**src/rtl/matvec_pkg.sv**
```systemverilog
// Types and defaults shared across the mat-vec multiplier datapath.
// Results are packed into vectors and fed back to the multiplier as the next layer's input.
package matvec_pkg;

  typedef logic signed [15:0] q412_t;

  localparam int DATA_WIDTH_DEFAULT = 16;
  localparam int BANDWIDTH_DEFAULT  = 4;

  typedef enum logic [1:0] {
    IDLE    = 2'd0,
    COLLECT = 2'd1,
    LAST    = 2'd2
  } packer_state_e;

endpackage

```
**src/rtl/result_vector_packer.sv**
```systemverilog
// Gathers the serial result stream into BANDWIDTH-wide chunks and writes each chunk
// back through the multiplier's vector port, so one layer's output feeds the next layer.
module result_vector_packer
  import matvec_pkg::*;
#(
  parameter int DATA_WIDTH = DATA_WIDTH_DEFAULT,
  parameter int BANDWIDTH  = BANDWIDTH_DEFAULT,
  parameter int MAX_LEN    = 64,
  localparam int ADDR_W    = $clog2(MAX_LEN),
  localparam int CNT_W     = $clog2(MAX_LEN + 1)
) (
  input  logic                  clk,
  input  logic                  rst,
  input  logic                  start,
  input  logic [CNT_W-1:0]      num_results,
  input  logic [DATA_WIDTH-1:0] result_in,
  input  logic                  result_valid,
  output logic                  vector_write_enable,
  output logic [ADDR_W-1:0]     vector_base_addr,
  output logic [DATA_WIDTH-1:0] vector_out [0:BANDWIDTH-1],
  output logic                  busy,
  output logic                  done,
  output logic                  overrun
);

  localparam int LANE_W = (BANDWIDTH > 1) ? $clog2(BANDWIDTH) : 1;

  if (MAX_LEN % BANDWIDTH != 0) begin : g_len_check
    $error("result_vector_packer: MAX_LEN must be a multiple of BANDWIDTH");
  end

  packer_state_e state, state_next;

  logic [CNT_W-1:0]      n;
  logic [CNT_W-1:0]      cnt;
  logic [ADDR_W-1:0]     base;
  logic [LANE_W-1:0]     lane;
  logic [DATA_WIDTH-1:0] lane_buf [0:BANDWIDTH-1];
  logic [DATA_WIDTH-1:0] merged   [0:BANDWIDTH-1];
  logic [CNT_W-1:0]      n_clamped;

  logic take_start;
  logic accept;
  logic close_chunk;
  logic last_word;

  assign n_clamped = (num_results > CNT_W'(MAX_LEN)) ? CNT_W'(MAX_LEN) : num_results;

  always_comb begin
    state_next  = state;
    take_start  = 1'b0;
    accept      = 1'b0;
    close_chunk = 1'b0;
    last_word   = 1'b0;
    case (state)
      IDLE: begin
        if (start) begin
          take_start = 1'b1;
          if (n_clamped != '0) state_next = COLLECT;
        end
      end
      COLLECT: begin
        if (result_valid) begin
          accept      = 1'b1;
          last_word   = ((cnt + CNT_W'(1)) == n);
          close_chunk = last_word || (lane == LANE_W'(BANDWIDTH - 1));
          if (last_word) state_next = LAST;
        end
      end
      LAST:    state_next = IDLE;
      default: state_next = IDLE;
    endcase
  end

  always_ff @(posedge clk or posedge rst) begin
    if (rst) state <= IDLE;
    else     state <= state_next;
  end

  // Chunk as it would look with the current word dropped into its lane; later lanes read as zero.
  always_comb begin
    for (int j = 0; j < BANDWIDTH; j++) begin
      if (j < int'(lane))       merged[j] = lane_buf[j];
      else if (j == int'(lane)) merged[j] = result_in;
      else                      merged[j] = '0;
    end
  end

  always_ff @(posedge clk or posedge rst) begin
    if (rst) begin
      vector_write_enable <= 1'b0;
      vector_base_addr    <= '0;
      busy                <= 1'b0;
      done                <= 1'b0;
      overrun             <= 1'b0;
      n                   <= '0;
      cnt                 <= '0;
      base                <= '0;
      lane                <= '0;
      for (int j = 0; j < BANDWIDTH; j++) begin
        lane_buf[j]   <= '0;
        vector_out[j] <= '0;
      end
    end else begin
      vector_write_enable <= 1'b0;
      done                <= 1'b0;

      if (take_start) begin
        overrun <= 1'b0;
        n       <= n_clamped;
        cnt     <= '0;
        base    <= '0;
        lane    <= '0;
        for (int j = 0; j < BANDWIDTH; j++) lane_buf[j] <= '0;
        if (n_clamped == '0) done <= 1'b1;
        else                 busy <= 1'b1;
      end else if (state == IDLE && result_valid) begin
        overrun <= 1'b1;
      end

      if (state == LAST) begin
        busy <= 1'b0;
        if (result_valid) overrun <= 1'b1;
      end

      if (accept) begin
        cnt <= cnt + CNT_W'(1);
        if (close_chunk) begin
          for (int j = 0; j < BANDWIDTH; j++) begin
            vector_out[j] <= merged[j];
            lane_buf[j]   <= '0;
          end
          vector_base_addr    <= base;
          vector_write_enable <= 1'b1;
          base                <= base + ADDR_W'(BANDWIDTH);
          lane                <= '0;
        end else begin
          lane_buf[lane] <= result_in;
          lane           <= lane + LANE_W'(1);
        end
        if (last_word) done <= 1'b1;
      end
    end
  end

endmodule
```
**config.mk**
```make
export PLATFORM = sky130hd
export DESIGN_NAME = result_vector_packer
export DESIGN_NICKNAME = d
export VERILOG_FILES = /design/src/rtl/matvec_pkg.sv /design/src/rtl/result_vector_packer.sv
export SDC_FILE = /design/constraint.sdc
export NUM_CORES = 1
export LEC_CHECK = 0
export ABC_CLOCK_PERIOD_IN_PS = 6420
export BUFFER_PORTS_ARGS = -buffer_cell sky130_fd_sc_hd__clkbuf_2
export CORE_MARGIN = 2
export CORE_UTILIZATION = 59
export CTS_BUF_LIST = sky130_fd_sc_hd__clkbuf_8
export DETAILED_ROUTE_END_ITERATION = 10
export PLACE_DENSITY = 0.83
export SYNTH_ARGS = -nofsm -noshare
export SYNTH_HDL_FRONTEND = slang
export SYNTH_SLANG_ARGS = --single-unit
export TNS_END_PERCENT = 50
```
**constraint.sdc**
```tcl
create_clock -name clk -period 6.42 [get_ports clk]
set_input_delay 0.963 -clock clk [delete_from_list [all_inputs] [get_ports clk]]
set_output_delay 0.963 -clock clk [all_outputs]
set_load 0.01 [all_outputs]
```
Word level (Yosys, flattened, before mapping):

Cells that the tools add are included.

* register bits after elaboration: 162
* input bits: 27

* add/sub/neg operators: 3
* $lt $le $gt $ge: 6
* eq/ne operators: 12
* mux-type cells: 48
* bitwise logic cells: 1
* reductions and logical operators: 12

Operators with widths (count)
* $mux 64: 3
* $mux 16: 8
* $bwmux 64: 1
* $demux 16 s2: 1
* $mux 1: 21
* $mux 7: 3
* $mux 6: 3
* $mux 2: 7
* $ne 2x2->1 const B: 4
* $add 7x1->7 const B: 1
* $eq 7x7->1: 1
* $gt 7x7->1 const B: 1
* $logic_not 7->1: 1
* $reduce_bool 7->1: 1
* $add 6x3->6 const B: 1
* $eq 2x2->1 const A: 2
* $eq 2x2->1 const B: 2
* $logic_not 2->1: 2
* $lt 1x2->1 const A: 2
* $pmux 2 s2: 1
* $reduce_and 2->1: 2
* $reduce_and 4->1: 1
* $reduce_bool 2->1: 2
* $ge 3x3->1 const B: 1
* other kinds (9): 10

Depth between registers and ports, before layout:

Gate-level depths: netlist of the first run.

* depth in word-level cells: 8
* depth in mapped cells: 9
* mapped depth without buffers: 7

Worst setup path after synthesis of the first run:

No wires, ideal clock.

* kind: register -> register
* start: register lane[1]
* end: register vector_out[48] in the netlist's numbering
* arrival time: 2.341 ns
* data required time: 6.287 ns
* setup slack: 3.946 ns
* cell stages (with the launch flop): 9
* clock period less this slack: 2.474 ns
* cell sequence: dfrtp_1 clkbuf_1 inv_1 clkbuf_1 ha_1 clkbuf_1 clkbuf_1 mux2i_1 o21ai_0

* longest elaborated chain between the ends: 5

RTL lines
* from (decl): RTL line result_vector_packer.sv:37 `logic [LANE_W-1:0] lane;`
* from (signal assigned): RTL line result_vector_packer.sv:139 `lane <= lane + LANE_W'(1);`
* $eq 2x2->1: RTL line result_vector_packer.sv:66 `close_chunk = last_word || (lane == LANE_W'(BANDWIDTH - 1));`
* $logic_or 1x1->1: RTL line result_vector_packer.sv:66
* $mux 1: RTL line result_vector_packer.sv:63 `if (result_valid) begin`
* $mux 1: RTL line result_vector_packer.sv:55 `case (state)`
* $reduce_and 2->1 (no line)
* to (signal, indexed assignment): RTL line result_vector_packer.sv:130 `vector_out[j] <= merged[j];`
* to (decl): RTL line result_vector_packer.sv:20 `output logic [DATA_WIDTH-1:0] vector_out [0:BANDWIDTH-1],`

Several ways; a longest one is shown, not always the timed one.
A chain may end at the register's enable or synchronous reset.

Worst setup path after layout of the first run:

* start: register lane[1]
* end: register vector_base_addr[3]

* longest elaborated chain between the ends: 5

RTL lines
* $eq 2x2->1: RTL line result_vector_packer.sv:66
* $logic_or 1x1->1: RTL line result_vector_packer.sv:66
* $mux 1: RTL line result_vector_packer.sv:63
* $mux 1: RTL line result_vector_packer.sv:55
* $reduce_and 2->1 (no line)
* to (signal assigned): RTL line result_vector_packer.sv:133 `vector_base_addr <= base;`
* to (decl): RTL line result_vector_packer.sv:19 `output logic [ADDR_W-1:0] vector_base_addr,`

Every way passes these cells.

==> flow_metrics.tcl, run 1 <==
set metrics [dict create \
    cp.arrival_ps 3950 \
    synth_compound_area_frac 0.1996 \
    synth-edff-count 0 \
    cts_tree "done" \
    avgRoutedWirePerCell_um 18.37 \
    p_leak_nw 3.633 \
    final_cells 803 \
    fin_nets 688 \
    gp_congestion 0.8430 \
    cts_resized 0 \
    drtIter0Drc 339 \
    period_minus_slack_ps 3601 \
    io_pins 101 \
    cts_buffer_depth 2 \
    synth_top_cell_area_share 0.5727 \
    wirelength_mm 14.75 \
    total_power_w 0.003537 \
    setup_viol 0 \
    clock.fmax_mhz 277.7 \
    setup_tns_ps 0 \
    die_h_um 108.0 \
    routed_via_density 6.012 \
    max_slew_margin 0.2869 \
    track_usage 0.2664 \
    nFillCells 800 \
    syn_to_final_growth_pct 13.75 \
    fin_hold_ws_ps 484.9 \
    htreeDepth 4 \
    grt_pass1_vias 4662 \
    hpwlAfterDp_mm 9.639 \
    cts_buffers 17 \
    synth.largest_area_cell "dfrtp_1" \
    finalHoldViolCount 0 \
    hold_class "reg -> reg" \
    synth_fp_nets 608 \
    clkTransAtPathRegs_ps 90 \
    yosysWarningCount 0 \
    ys_types 46 \
    rsz0062_at_grt "false" \
    yosys.area_share.simple 0.1259 \
    ir_worst_vdd_v 0.0002696 \
    crit_fanout 89 \
    netlist_instances 574 \
    required_ps 6760 \
    io_buffers 100 \
    synth_area_leaders "dfrtp_1 (57%), a22o_1 (9.2%), nand2_1 (5.2%), o21ai_0 (4.6%), a21oi_1 (2.6%)" \
    hold_buffers 0 \
    core_sq_mm 0.01042 \
    final_core_util 0.6967 \
    final_cell_mix "dfrtp_1 (146), clkbuf_2 (100), nand2_1 (89)" \
    slew_violations 0 \
    avgSynthCellArea_sq_um 11.11 \
    end_kind "register" \
    muxShareOfSynthArea 0.03746 \
    cts_num_sinks 146 \
    firstDrtPassIters 7 \
    synth_top_family_by_area "compound AO/OA/AOI/OAI gates" \
    rows 37 \
    p_per_area_mw_per_mm2 487.4 \
    dp_cells 771 \
    synthXorXnorAreaFrac 0.01392 \
    via_count 4828 \
    tightest_slew_ps 1066 \
    grt-ovfl-total 0 \
    grt_pass1_wl_mm 23.67 \
    cts_root_buf "clkbuf_8" \
    status "finished, final reports clean" \
    antenna_found_initial 0 \
    yosys.area_share.adder 0.01373 \
    start_util 0.6125 \
    ys_seq_area_frac 0.5727 \
    ant_nets 0 \
    drive_gt1_frac 0.2339 \
    drv_cap 0 \
    clock_latency_ps 460 \
    synthArstFlopShare 1.000 \
    grt_max_degree 90 \
    die_x_um 108.0 \
    synth_area_sq_mm 0.006380 \
    finClkSkew_ps 14.07 \
    layout_commonest_cell "dfrtp_1" \
    post-cts-setup-buffers 0 \
    crit_type "reg -> reg" \
    n_antenna_cell 0 \
    ys.flop_type "dfrtp_1" \
    drc 0 \
    synth_seq_cells 146 \
    dieArea_sq_mm 0.01166 \
    fin_crit_sh 0.5608 \
    start_kind "register" \
]
==> final cells by class <==
cell class                 instances  area (sq um)  share of cell area
multi-input combinational        378          2504              0.3450
inverter                           8         35.03            0.004828
sequential                       146          3654              0.5034
clock buffer                      17         234.0             0.03224
timing repair buffer             103         523.0             0.07207
tap                              136         170.2             0.02345
clock inverter                    15         137.6             0.01897
==> cells in the mapped netlist (5+ instances only) <==
cell / n
o21ai_0: 59
a22o_1: 67
nand3b_1: 7
and2_1: 5
mux2_2: 7
ha_1: 7
buf_2: 10
dfrtp_1: 146
nand2_1: 89
mux2i_1: 16
a21oi_1: 33
and3_1: 19
nand3_1: 5
nor2_1: 22
inv_1: 8
clkbuf_1: 25
==> worst paths after layout <==
check / start / endpoint / slack (ps) / cells after the start
hold / removal: vector_out[18] / vector_out[18] / 480 / 2
hold reg to reg: vector_out[18] / vector_out[18] / 480 / 2
max in group asynchronous: rst / vector_out[35] / 4430 / 3
setup reg to reg: lane[1] / vector_base_addr[3] / 2820 / 5
setup / recovery: lane[1] / vector_base_addr[3] / 2820 / 5
min in group asynchronous: rst / vector_out[50] / 550 / 2
==> power breakdown <==
group	leakage, nW	internal, W	switching [W]
clock network	0.193	0.000287	0.000397
registers	1.93	0.00126	0.000230
logic	1.51	0.000574	0.000790
total	3.63	0.00212	0.00142
==> registers in the layout, indices dropped and copies added (netlist names) <==
name	cells
lane	2
base	6
n	7
overrun	1
state	2
vector_write_enable	1
busy	1
vector_base_addr	6
cnt	7
lane_buf	48
done	1
vector_out	64
==> metrics by stage <==
step,cell area [sq um],worst slack (ps)
floorplan,6380,1534
global placement,6885,2950
detailed placement,6885,2865
CTS,7257,2854
global route,7257,2514
finish,7257,2819
==> kinds of logic (layout without fill, tap and decap cells) <==
kind of cell	count (synthesis)	in the layout
AOI/OAI and AO/OA	178	178
xor gates and xnor gates	7	7
adders and majority gates	7	7
buffers and inverters	50	143
DFF	146	146
muxes	23	23
and+or+nand+nor	163	163
==> critical path: stages (launching register included) <==
cell and delay (ps):
dfrtp_1 640, ha_1 590, or2_2 430, o221ai_4 610
buf_4 750, mux2_2 410
==> routing by layer <==
metal	vias to the layer above	track usage	wire length (um)
met3	36	0.05304	899
met5	-	0	0
met1	2383	0.3668	6498
met4	0	0.1163	338
li1	2215	-	-
met2	194	0.4155	7016
(Power assumes the default switching activity.)
==> run 2: changes to the inputs <==
- ABC_CLOCK_PERIOD_IN_PS: 6420 -> 3700
- clock period: 6.42 -> 3.7 ns (I/O delays scaled with it)
==> flow_metrics.tcl, run 2 (same netlist as run 1, synthesis figures left out) <==
set metrics [dict create \
    status "finished, final reports clean" \
    regMostFlops "vector_out" \
    via_count 4905 \
    hold_buffers 0 \
    path_buf_inv 1 \
    routed_via_density 6.063 \
    rsz0062_at_grt "false" \
    grt-ovfl-total 0 \
    clock.fmax_mhz 354.5 \
    drc 0 \
    n_antenna_cell 0 \
    io_buffers 100 \
    fin_nets 695 \
    rrSetupSlack_ps 880 \
    grt_busiest_layer "met2" \
    finalHoldViolCount 0 \
    dieArea_sq_mm 0.01166 \
    track_usage 0.2841 \
    met3_usage 0.06631 \
    crit_type "reg -> reg" \
    ir_worst_vdd_v 0.0004501 \
    cts_num_sinks 146 \
    io_pins 101 \
    p_leak_nw 3.688 \
    core_sq_mm 0.01042 \
    cts_buffers 17 \
    max_slew_margin 0.3011 \
    period_minus_slack_ps 2821 \
    slew_violations 0 \
    post-place-ws_ps 918.5 \
    final_area_sq_mm 0.007385 \
    required_ps 4040 \
    tightest_slew_ps 1048 \
    switching_share 0.3796 \
    antenna_found_initial 0 \
    setup_ws_ps 878.9 \
    wirelength_mm 15.30 \
    place_area_sq_mm 0.006949 \
    cpLargestDelayFamily "adder cells" \
    syn_to_final_growth_pct 15.75 \
    clkPwrFrac 0.216 \
    setup_viol 0 \
    cp.arrival_ps 3160 \
    grt_pass1_vias 4868 \
    grt_use_met1 0.3823 \
    reg2reg_depth 5 \
    gp_congestion 0.8377 \
    fin_crit_sh 0.7625 \
    htreeDepth 4 \
    finClkSkew_ps 13.74 \
    layout_commonest_cell "dfrtp_1" \
    die_x_um 108.0 \
    power.internal_w 0.003958 \
    clkTransAtPathRegs_ps 90 \
    drtIter0Drc 319 \
    seqPwrFrac 0.406 \
    cts_root_buf "clkbuf_8" \
    end_kind "register" \
    crit_path_start "lane[1]" \
    die_h_um 108.0 \
    grt_max_degree 77 \
    drive_gt1_frac 0.2422 \
    firstDrtPassIters 5 \
    hpwlAfterDp_mm 10.13 \
    r2r-end "vector_out[10]" \
    hold_class "in -> async" \
    cts_tree "done" \
    final_cell_mix "dfrtp_1 (146), clkbuf_2 (100), nand2_1 (89)" \
    p_per_area_mw_per_mm2 863.9 \
    cpMaxStageDelayCell "ha_1" \
    clock_latency_ps 450 \
    largestRegisters "vector_out: 64 flops, lane_buf: 48 flops" \
    p_switching_w 0.002421 \
    start_kind "register" \
    max_stage_delay_ps 850 \
    grt_util_met2 0.4533 \
    p_comb_frac 0.378 \
    crit_fanout 76 \
    cp_cell_sequence "ha_1 > or2_2 > o221ai_4 > buf_12 > a22o_1" \
    rows 37 \
    cts_resized 0 \
    post-cts-setup-buffers 0 \
    setup_tns_ps 0 \
    cts_buffer_depth 2 \
    r2r-start "lane[1]" \
    grt_pass1_wl_mm 25.15 \
    drv_cap 0 \
    ant_nets 0 \
    start_util 0.6125 \
    avgRoutedWirePerCell_um 18.91 \
    largest_reg_flops 64 \
]
run 2: cell types whose count changed in the layout (fill, tap and decap cells not counted), sizes merged:
cell      before  now
clkinvlp       1    3
bufinv         0    4
clkinv         2    4
buf            3   10
inv           20   11
run 2: power by group through the flow:
stage                     sequential [W]  combinational [W]  clock, W
after floorplan                  0.00267            0.00154         0
after detailed placement         0.00260            0.00241         0
after global routing             0.00265            0.00267   0.00146
after CTS                        0.00258            0.00242   0.00139
final                            0.00259            0.00241   0.00138
after global placement           0.00257            0.00231         0
run 2: per-layer routing:
layer	wire, um	part of all wire
met5	0	0
met4	450	0.029
met3	1030	0.067
met2	7386	0.48
met1	6428	0.42
run 2: how the worst max path moves through the flow:
stage	end	slack [ps]	cells after the start
6_report	vector_out[10]	880	5
5_1_grt	lane_buf[43]	670	4
4_1_cts	vector_out[34]	900	5
3_3_place_gp	vector_out[47]	1030	5
3_5_place_dp	vector_out[34]	920	5
2_1_floorplan	vector_out[48]	1230	8
run 2: cell type report:
class	count	area [sq um]
clock buffers	17	234.0
clock inverters	14	201.4
fillers	730	3032
inverters	8	33.78
multi-input cells	378	2504
flip-flops and latches	146	3654
well taps	136	170.2
repair buffers	110	588.1
run 2: per-stage QoR:
| stage | hold WS (ps) | total power, W | utilization | std cells |
|---|---|---|---|---|
| global placement | 460.5 | 0.004873 | 0.6671 | 778 |
| floorplan | 449.4 | 0.004212 | - | 574 |
| detailed placement | 466.8 | 0.005006 | 0.6671 | 778 |
| finish | 203.9 | 0.006379 | 0.7089 | 809 |
| global route | 239.7 | 0.006780 | 0.7089 | 809 |
| CTS | 212.9 | 0.006396 | 0.7089 | 809 |
